<file path="src/rtl/pulse_stretcher.sv">
// rtl/pulse_stretcher.sv - stretches single-cycle events into a programmable-length level
//
// Turns event pulses into an active-high level of len cycles. Optional
// retrigger extends the level, and an optional holdoff window follows each
// stretch. Ignored events are counted, and a strobe marks the end of each stretch.
//
// Ports:
//   clk        system clock, rising edge
//   rst_n      asynchronous active-low reset
//   in_pulse   event input, one event per sampled high cycle
//   len        stretch length in cycles (0 behaves as 1)
//   holdoff    dead time after a stretch in cycles (0 = none)
//   retrig     1: event during stretch restarts length, 0: event dropped
//   clr_drop   synchronous clear of drop_cnt
//   out_level  stretched level (registered)
//   busy       high while not idle (registered)
//   done       one-cycle strobe after each stretch ends
//   drop_cnt   saturating count of ignored events

module pulse_stretcher #(
  parameter int unsigned CNT_W  = 16,
  parameter int unsigned DROP_W = 8
) (
  input  logic              clk,
  input  logic              rst_n,
  input  logic              in_pulse,
  input  logic [CNT_W-1:0]  len,
  input  logic [CNT_W-1:0]  holdoff,
  input  logic              retrig,
  input  logic              clr_drop,
  output logic              out_level,
  output logic              busy,
  output logic              done,
  output logic [DROP_W-1:0] drop_cnt
);

  localparam logic [1:0] S_IDLE    = 2'd0;
  localparam logic [1:0] S_STRETCH = 2'd1;
  localparam logic [1:0] S_HOLDOFF = 2'd2;

  localparam logic [CNT_W-1:0]  CNT_ONE  = CNT_W'(1);
  localparam logic [DROP_W-1:0] DROP_ONE = DROP_W'(1);

  logic [1:0]        r_state;
  logic [CNT_W-1:0]  r_cnt;
  logic              r_out_level;
  logic              r_busy;
  logic              r_done;
  logic [DROP_W-1:0] r_drop_cnt;

  logic [1:0]       w_state_nxt;
  logic [CNT_W-1:0] w_cnt_nxt;
  logic             w_done_nxt;
  logic [CNT_W-1:0] w_len_m1;
  logic             w_reload;
  logic             w_drop;

  // len of 0 loads the same count as len of 1, so the level is never shorter than one cycle
  assign w_len_m1 = (len == '0) ? '0 : (len - CNT_ONE);
  assign w_reload = in_pulse && (r_state == S_STRETCH) && retrig;
  // Only IDLE accepts; events in HOLDOFF (including its last cycle) are lost
  assign w_drop   = in_pulse && (((r_state == S_STRETCH) && !retrig) ||
                                 (r_state == S_HOLDOFF));

  always_comb begin
    w_state_nxt = r_state;
    w_cnt_nxt   = r_cnt;
    w_done_nxt  = 1'b0;
    case (r_state)
      S_IDLE: begin
        if (in_pulse) begin
          w_state_nxt = S_STRETCH;
          w_cnt_nxt   = w_len_m1;
        end
      end
      S_STRETCH: begin
        // Retrigger wins over expiry in the same cycle
        if (w_reload) begin
          w_cnt_nxt = w_len_m1;
        end else if (r_cnt != '0) begin
          w_cnt_nxt = r_cnt - CNT_ONE;
        end else begin
          w_done_nxt = 1'b1;
          if (holdoff == '0) begin
            w_state_nxt = S_IDLE;
            w_cnt_nxt   = '0;
          end else begin
            w_state_nxt = S_HOLDOFF;
            w_cnt_nxt   = holdoff - CNT_ONE;
          end
        end
      end
      S_HOLDOFF: begin
        if (r_cnt != '0) begin
          w_cnt_nxt = r_cnt - CNT_ONE;
        end else begin
          w_state_nxt = S_IDLE;
        end
      end
      default: begin
        w_state_nxt = S_IDLE;
        w_cnt_nxt   = '0;
      end
    endcase
  end

  always_ff @(posedge clk or negedge rst_n) begin
    if (!rst_n) begin
      r_state     <= S_IDLE;
      r_cnt       <= '0;
      r_out_level <= 1'b0;
      r_busy      <= 1'b0;
      r_done      <= 1'b0;
    end else begin
      r_state     <= w_state_nxt;
      r_cnt       <= w_cnt_nxt;
      // Outputs follow the next state so they change on the same edge as the state
      r_out_level <= (w_state_nxt == S_STRETCH);
      r_busy      <= (w_state_nxt != S_IDLE);
      r_done      <= w_done_nxt;
    end
  end

  always_ff @(posedge clk or negedge rst_n) begin
    if (!rst_n) begin
      r_drop_cnt <= '0;
    end else if (clr_drop) begin
      r_drop_cnt <= '0;
    end else if (w_drop && !(&r_drop_cnt)) begin
      r_drop_cnt <= r_drop_cnt + DROP_ONE;
    end
  end

  assign out_level = r_out_level;
  assign busy      = r_busy;
  assign done      = r_done;
  assign drop_cnt  = r_drop_cnt;

endmodule

</file>
<file path="config.mk">
export PLATFORM = sky130hd
export DESIGN_NAME = pulse_stretcher
export DESIGN_NICKNAME = d
export VERILOG_FILES = /design/src/rtl/pulse_stretcher.sv
export SDC_FILE = /design/constraint.sdc
export NUM_CORES = 1
export LEC_CHECK = 0
export ABC_AREA = 1
export BUFFER_PORTS_ARGS = -buffer_cell sky130_fd_sc_hd__buf_4
export CORE_MARGIN = 2
export CORE_UTILIZATION = 35
export DETAILED_ROUTE_END_ITERATION = 16
export GPL_TIMING_DRIVEN = 0
export PLACE_DENSITY = 0.64
export SLEW_MARGIN = 10
export SYNTH_ARGS = -nofsm -noshare
export SYNTH_HDL_FRONTEND = slang
export SYNTH_SLANG_ARGS = --single-unit
</file>
<file path="constraint.sdc">
create_clock -name clk -period 1.7 [get_ports clk]
set_clock_uncertainty 0.05 [all_clocks]
set_input_delay 0.255 -clock clk [delete_from_list [all_inputs] [get_ports clk]]
set_output_delay 0.255 -clock clk [all_outputs]
set_load 0.005 [all_outputs]
</file>
==> impl_metrics.yaml, run 1 <==
critical_path:
  worst-setup-path-type: "flip-flop to flip-flop"
  cp.required_ns: 1.82
  cp_max_fo: 5
  endpoint_kind: "flip-flop"
  critPathArrivalTime_ns: 1.96
  startpoint_type: "flip-flop"
grt:
  grt_max_degree: 30
  first_global_vias: 3276
  antenna_found_initial: 0
  grt_pass1_wl_um: 14900
  grt_overflow: 0
  grtUsageTotal_pct: 18.5
placed_design:
  port_buffers: 47
  gp_congestion: 0.956
  hpwl_um: 7250
sta:
  final.setup.tns_ns: -1.38
  finalSetupViolations: 18
  min_period_over_period_pct: 108
  final_max_slew_viol_count: 0
  hold_viol: 0
  fin_ws_ns: -0.139
  period_needed_ns: 1.84
  rsz0062_at_grt: "yes"
  worst_pin_slew_ns: 0.485
  slew_headroom_pct: 67.6
  fmax_mhz: 544
  hold_ws_ns: 0.107
die:
  core.rowCount: 34
  die_w_um: 98.4
  initial_core_util_pct: 35.9
  dieArea_um2: 9680
  ioPinCount: 48
  core_um2: 8680
  die_height_um: 98.4
pwr:
  peakVddDrop_mv: 0.689
  power.density_nw_per_um2: 1180
  p_leak_nw: 2.14
cts:
  clock_path_buffers: 2
  cts_tree: "built"
  cts_sinks: 29
  clk_latency_ns: 0.28
  cts_buffers: 5
  htree_levels: 2
  cts_root_buffer: "clkbuf_8"
  clk_pin_slew_ns: 0.07
yosys:
  ys_warn_count: 0
  synth_xor_area_share_pct: 4.22
  synth_seq_cells: 29
  synth.avg_cell_area_um2: 5.78
  synth_top_area_share_pct: 23.3
  yosys.area.top_type: "dfrtp_1"
  synth_area_leaders: "dfrtp_1, nand2_1, nand3_1"
  synth-compound-area-share_pct: 9.96
  synth.area.mux_share_pct: 0
  synthesis.nets: 581
  synth_ff_type: "dfrtp_1"
  synthArstFlopShare_pct: 100
  synth_top_family_by_area: "simple AND/OR/NAND/NOR gates"
  synth-edff-count: 0
  synth_adder_area_share_pct: 2.01
  yosysSeqAreaShare_pct: 23.3
  synth_cell_types: 34
  synthCells: 539
  synthesis.area_um2: 3120
  synthSimpleGateAreaFrac_pct: 49.6
routing:
  drtIter0Drc: 233
  ant_nets: 0
  drc: 0
  vias: 3679
  wl_met1_um: 4380
  routed-wl-met2_um: 4510
  drtPass1Iterations: 5
  top_layer: "met4"
  post_drt_wl_per_cell_um: 12.8
  routed_via_density: 5.03
  routed_wl_um: 9380
  route.met3.wl_um: 342
layout:
  drive_gt1_share_pct: 25.6
  nNetsFinal: 665
  synthToLayoutAreaGrowth_pct: 33.6
  n_antenna_cell: 0
status:
  violations: "negative setup slack"
  status: "complete, but fails checks"
run:
  cap_violations: 0
worst_hold_path:
  min-delay-path-class: "input port to flip-flop"
area by class of cell:
type,instances,area (um2)
clock inverter,2,37.5
timing repair buffer,77,601
fill,882,4510
sequential,29,732
clock buffer,6,82.6
buffer,7,61.3
multi-input combinational,427,2230
inverter,76,288
tap,108,135
layer usage:
layer  vias up  GRT usage [%]
met1      1713           24.9
met3        12           3.22
li1       1884              -
met4         0           4.43
met2        70           30.9
met5         -              0
cell families (layout without fill, tap and decap cells):
| logic type | count (synthesis) | in the layout |
|---|---|---|
| and+or+nand+nor | 353 | 353 |
| buffers and inverters | 83 | 168 |
| DFF | 29 | 29 |
| adders and majority gates | 5 | 5 |
| xor gates and xnor gates | 15 | 15 |
| AOI/OAI and AO/OA | 54 | 54 |
timing repair:
action / in CTS / in global routing
setup endpoints to repair: 21 / 22
setup buffers: 9 / 19
gates cloned: 1 / 0
resized for setup: 34 / 26
hold buffers: 1 / 0
pin swaps: 19 / 3
endpoints found under the hold margin: 29 / 0
power by group:
part / switching, W / total [W] / leakage (nW) / internal [W]
combinational: 0.00174 / 0.00294 / 1.73 / 0.00120
sequential: 0.000298 / 0.00124 / 0.352 / 0.000938
clock: 0.000263 / 0.000739 / 0.0574 / 0.000476
path summary, 6_finish.rpt:
path	startpoint	to	slack, ns	cells after the start
hold / removal	clr_drop	drop_cnt[7]$_DFFE_PN0P_	0.11	2
min in group asynchronous	rst_n	r_cnt[15]$_DFFE_PN0P_	0.40	2
setup reg to reg	r_cnt[0]$_DFFE_PN0P_	r_cnt[10]$_DFFE_PN0P_	-0.14	13
hold reg to reg	drop_cnt[4]$_DFFE_PN0P_	drop_cnt[4]$_DFFE_PN0P_	0.49	1
setup / recovery	r_cnt[0]$_DFFE_PN0P_	r_cnt[10]$_DFFE_PN0P_	-0.14	13
max in group asynchronous	rst_n	r_state[1]$_DFF_PN0_	0.90	2
synth_stat cells (2+ instances only):
master / instances
a21oi_1: 22
and2_1: 3
buf_2: 3
buf_6: 3
dfrtp_1: 29
ha_1: 5
inv_1: 71
inv_2: 4
nand2_1: 176
nand2_2: 3
nand3_1: 70
nand4_1: 11
nor2_1: 70
nor2_2: 6
nor2_4: 5
nor3_1: 3
o21ai_0: 17
o21ai_1: 2
o21bai_1: 3
o22ai_1: 5
or2_2: 2
xnor2_1: 5
xor2_1: 10
layout by cell type (no fill, tap or decap), types with 6 or more instances in the layout:
| cell | Yosys | layout |
|---|---|---|
| a21oi_1 | 22 | 15 |
| a21oi_2 | 0 | 7 |
| buf_4 | 0 | 73 |
| buf_6 | 3 | 6 |
| clkbuf_8 | 0 | 6 |
| dfrtp_1 | 29 | 24 |
| inv_1 | 71 | 66 |
| inv_2 | 4 | 9 |
| nand2_1 | 176 | 171 |
| nand2_2 | 3 | 7 |
| nand3_1 | 70 | 64 |
| nand3_2 | 1 | 6 |
| nand4_1 | 11 | 11 |
| nor2_1 | 70 | 59 |
| nor2_2 | 6 | 11 |
| nor2_4 | 5 | 11 |
| o21ai_0 | 17 | 14 |
| xor2_1 | 10 | 10 |
stage by stage:
| step | power, W | utilization (%) | cells | worst slack [ns] | area [um2] |
|---|---|---|---|---|---|
| after CTS | 0.00456 | 45.4 | 713 | -0.146 | 3940 |
| final | 0.00491 | 48.0 | 732 | -0.139 | 4170 |
| after global placement | 0.00350 | 41.7 | 694 | -0.327 | 3620 |
| after detailed placement | 0.00353 | 41.7 | 694 | -0.351 | 3620 |
| after global routing | 0.00532 | 48.0 | 732 | -0.267 | 4170 |
| after floorplan | 0.00284 | - | 539 | 0.0207 | 3130 |
flip-flops by register name, indices dropped and copies added, names as in the netlist:
name       flops
done           1
drop_cnt       8
busy           1
r_state        2
r_cnt         16
out_level      1
worst max-delay path: stages, from the launching register on:
cell and delay (ns):
dfrtp_1 0.41, inv_2 0.11, ha_4 0.15, inv_2 0.04, nor2_4 0.08, and2_4 0.15
nand3_4 0.10, buf_6 0.16, nor2_4 0.14, nand2_1 0.07, nand2_1 0.06, o21ai_1 0.07
nand2_1 0.09, nand2_1 0.06
Note: power is estimated with default switching activity, not from simulation.
==> run 2, diff against run 1 <==
--- a/config.mk
+++ b/config.mk
@@ -6,12 +6,12 @@
 export NUM_CORES = 1
 export LEC_CHECK = 0
 export ABC_AREA = 1
-export BUFFER_PORTS_ARGS = -buffer_cell sky130_fd_sc_hd__buf_4
 export CORE_MARGIN = 2
 export CORE_UTILIZATION = 35
 export DETAILED_ROUTE_END_ITERATION = 16
+export DONT_BUFFER_PORTS = 1
 export GPL_TIMING_DRIVEN = 0
-export PLACE_DENSITY = 0.64
+export PLACE_DENSITY = 0.59
 export SLEW_MARGIN = 10
 export SYNTH_ARGS = -nofsm -noshare
 export SYNTH_HDL_FRONTEND = slang
==> run 2 against run 1 <==
The flow still finishes with violations (negative setup slack). Count of clock-buffer cells in the layout is 1 lower. Setup slack got worse by 0.025 ns. Sequential power is 3% higher. Non-clock buffer count shrank 55. First-iteration DRC count rose by 0.86%. Sequential share of layout area up 1.8 points. Maximum frequency is 1.3% lower. Largest cell class unchanged. Highest routed layer unchanged.
==> impl_metrics.yaml, run 2 (same netlist as run 1, synthesis figures left out) <==
cts:
  clk_latency_ns: 0.28
  cts_tree: "built"
  clock_path_buffers: 2
  cts_buffers: 5
  clk_pin_slew_ns: 0.07
  htree_levels: 2
  cts_root_buffer: "clkbuf_8"
  cts_sinks: 29
worst_hold_path:
  min_from: "clr_drop"
  whs_endpoint: "drop_cnt[4]$_DFFE_PN0P_"
  hold_depth: 2
  min-delay-path-class: "input port to flip-flop"
die:
  die_w_um: 98.4
  dieArea_um2: 9680
  ioPinCount: 48
  die_height_um: 98.4
  core_um2: 8680
  core.rowCount: 34
  initial_core_util_pct: 35.9
sta:
  rsz0062_at_grt: "yes"
  period_needed_ns: 1.86
  fin_ws_ns: -0.164
  final_max_slew_viol_count: 0
  finalSetupViolations: 18
  fmax_mhz: 536
  hold_ws_ns: 0.0691
  hold_viol: 0
  slew_headroom_pct: 65.8
  worst_pin_slew_ns: 0.512
  min_period_over_period_pct: 110
pwr:
  power_frac_seq_pct: 27.2
  power.density_nw_per_um2: 1240
  clkPwrFrac_pct: 14.6
  p_comb_share_pct: 58.2
  peakVddDrop_mv: 0.620
  intPower_w: 0.00242
  p_sw_share_pct: 48.5
  p_switching_w: 0.00228
  p_leak_nw: 1.88
critical_path:
  timing.rr.start: "r_state[1]$_DFF_PN0_"
  cp_cell_sequence: "inv_1, nand2_1, a21oi_2, nand4_1, nor2_2, nand2_1, o211ai_1, nand2_1, nand2_1"
  cp_max_fo: 5
  cpPeakStageDelay_ns: 0.49
  r2r_end: "r_cnt[3]$_DFFE_PN0P_"
  r2r_slack_ns: -0.16
  r2r_cells: 9
  worst-setup-path-type: "flip-flop to flip-flop"
  cpMostUsedCell: "nand2_1"
  cp.required_ns: 1.87
  cp_slowest_cell: "dfrtp_2"
  critPathArrivalTime_ns: 2.03
  startpoint_type: "flip-flop"
  endpoint_kind: "flip-flop"
layout:
  final_common_cell: "nand2_1"
  fill_cells: 958
  final_cell_mix: "nand2_1, inv_1, nor2_1, nand3_1, dfrtp_1"
  fin_util_pct: 43.6
  nNetsFinal: 610
  drive_gt1_share_pct: 19.2
  synthToLayoutAreaGrowth_pct: 21.4
  regMostFlops: "r_cnt"
  largest_reg_flops: 16
  n_antenna_cell: 0
routing:
  drtPass1Iterations: 5
  vias: 3475
  drc: 0
  post_drt_wl_per_cell_um: 13.8
  routed_wl_um: 9350
  ant_nets: 0
  drtIter0Drc: 235
  routed_via_density: 5.14
placed_design:
  place_ws_ns: -0.344
  gp_congestion: 0.937
  hpwl_um: 7190
  port_buffers: 0
grt:
  grt_max_degree: 30
  grtUsageTotal_pct: 19.4
  antenna_found_initial: 0
  grt_overflow: 0
  first_global_vias: 3282
  grt_pass1_wl_um: 15400
status:
  status: "complete, but fails checks"
  violations: "negative setup slack"
run:
  cap_violations: 0
[run 2: area by class of cell]
| type | instances | area [um2] | area share, % |
|---|---|---|---|
| Buffer | 7 | 58.8 | 1.55 |
| Clock buffer | 5 | 68.8 | 1.82 |
| Clock inverter | 2 | 35.0 | 0.926 |
| Inverter | 76 | 288 | 7.61 |
| Multi-Input combinational cell | 427 | 2270 | 60.0 |
| Sequential cell | 29 | 732 | 19.4 |
| Tap cell | 108 | 135 | 3.57 |
| Timing Repair Buffer | 22 | 194 | 5.13 |
[run 2: how the worst max path moves through the flow]
stage,endpoint,startpoint,slack (ns)
floorplan,r_cnt[10]$_DFFE_PN0P_,r_cnt[0]$_DFFE_PN0P_,0.02
global placement,r_cnt[6]$_DFFE_PN0P_,r_cnt[0]$_DFFE_PN0P_,-0.33
detailed placement,r_cnt[6]$_DFFE_PN0P_,r_cnt[0]$_DFFE_PN0P_,-0.34
CTS,r_cnt[6]$_DFFE_PN0P_,r_cnt[0]$_DFFE_PN0P_,-0.16
global route,r_cnt[3]$_DFFE_PN0P_,r_state[1]$_DFF_PN0_,-0.29
finish,r_cnt[3]$_DFFE_PN0P_,r_state[1]$_DFF_PN0_,-0.16
[run 2: repair_timing]
action	4_1_cts	5_1_grt
hold endpoints to repair	31	0
resized for setup	38	31
cloned	1	0
buffers inserted	16	2
pin swaps	25	16
hold buffers	3	0
setup endpoints to repair	21	26
[run 2: critical path: cells and delay by family, from the launching register on]
kind / cells / cell delay (ns)
simple gates: 6 / 0.77
flops: 1 / 0.49
compound gates: 2 / 0.36
buf+inv: 1 / 0.12
[run 2: per-layer routing]
| metal | vias to the layer above | part of all wire [%] | track usage (%) |
|---|---|---|---|
| li1 | 1773 | - | - |
| met1 | 1591 | 47 | 27.0 |
| met2 | 101 | 46 | 31.7 |
| met3 | 10 | 6.0 | 3.72 |
| met4 | 0 | 1.3 | 4.00 |
| met5 | - | 0 | 0 |
[run 2: power groups by stage]
stage               combinational (W)  clock, W  sequential [W]
detailed placement            0.00219         0         0.00121
floorplan                     0.00168         0         0.00115
finish                        0.00273  0.000688         0.00128
CTS                           0.00254  0.000709         0.00123
global placement              0.00216         0         0.00122
global route                  0.00303  0.000748         0.00132
[run 2: through the flow]
step           std cells  instance area, um2  setup TNS, ns  power [W]
5_1_grt              676                3780          -3.89    0.00509
3_5_place_dp         647                3270          -4.06    0.00340
2_1_floorplan        539                3130              0    0.00284
3_3_place_gp         647                3270          -3.87    0.00338
4_1_cts              674                3650          -1.81    0.00448
6_report             676                3780          -1.78    0.00470
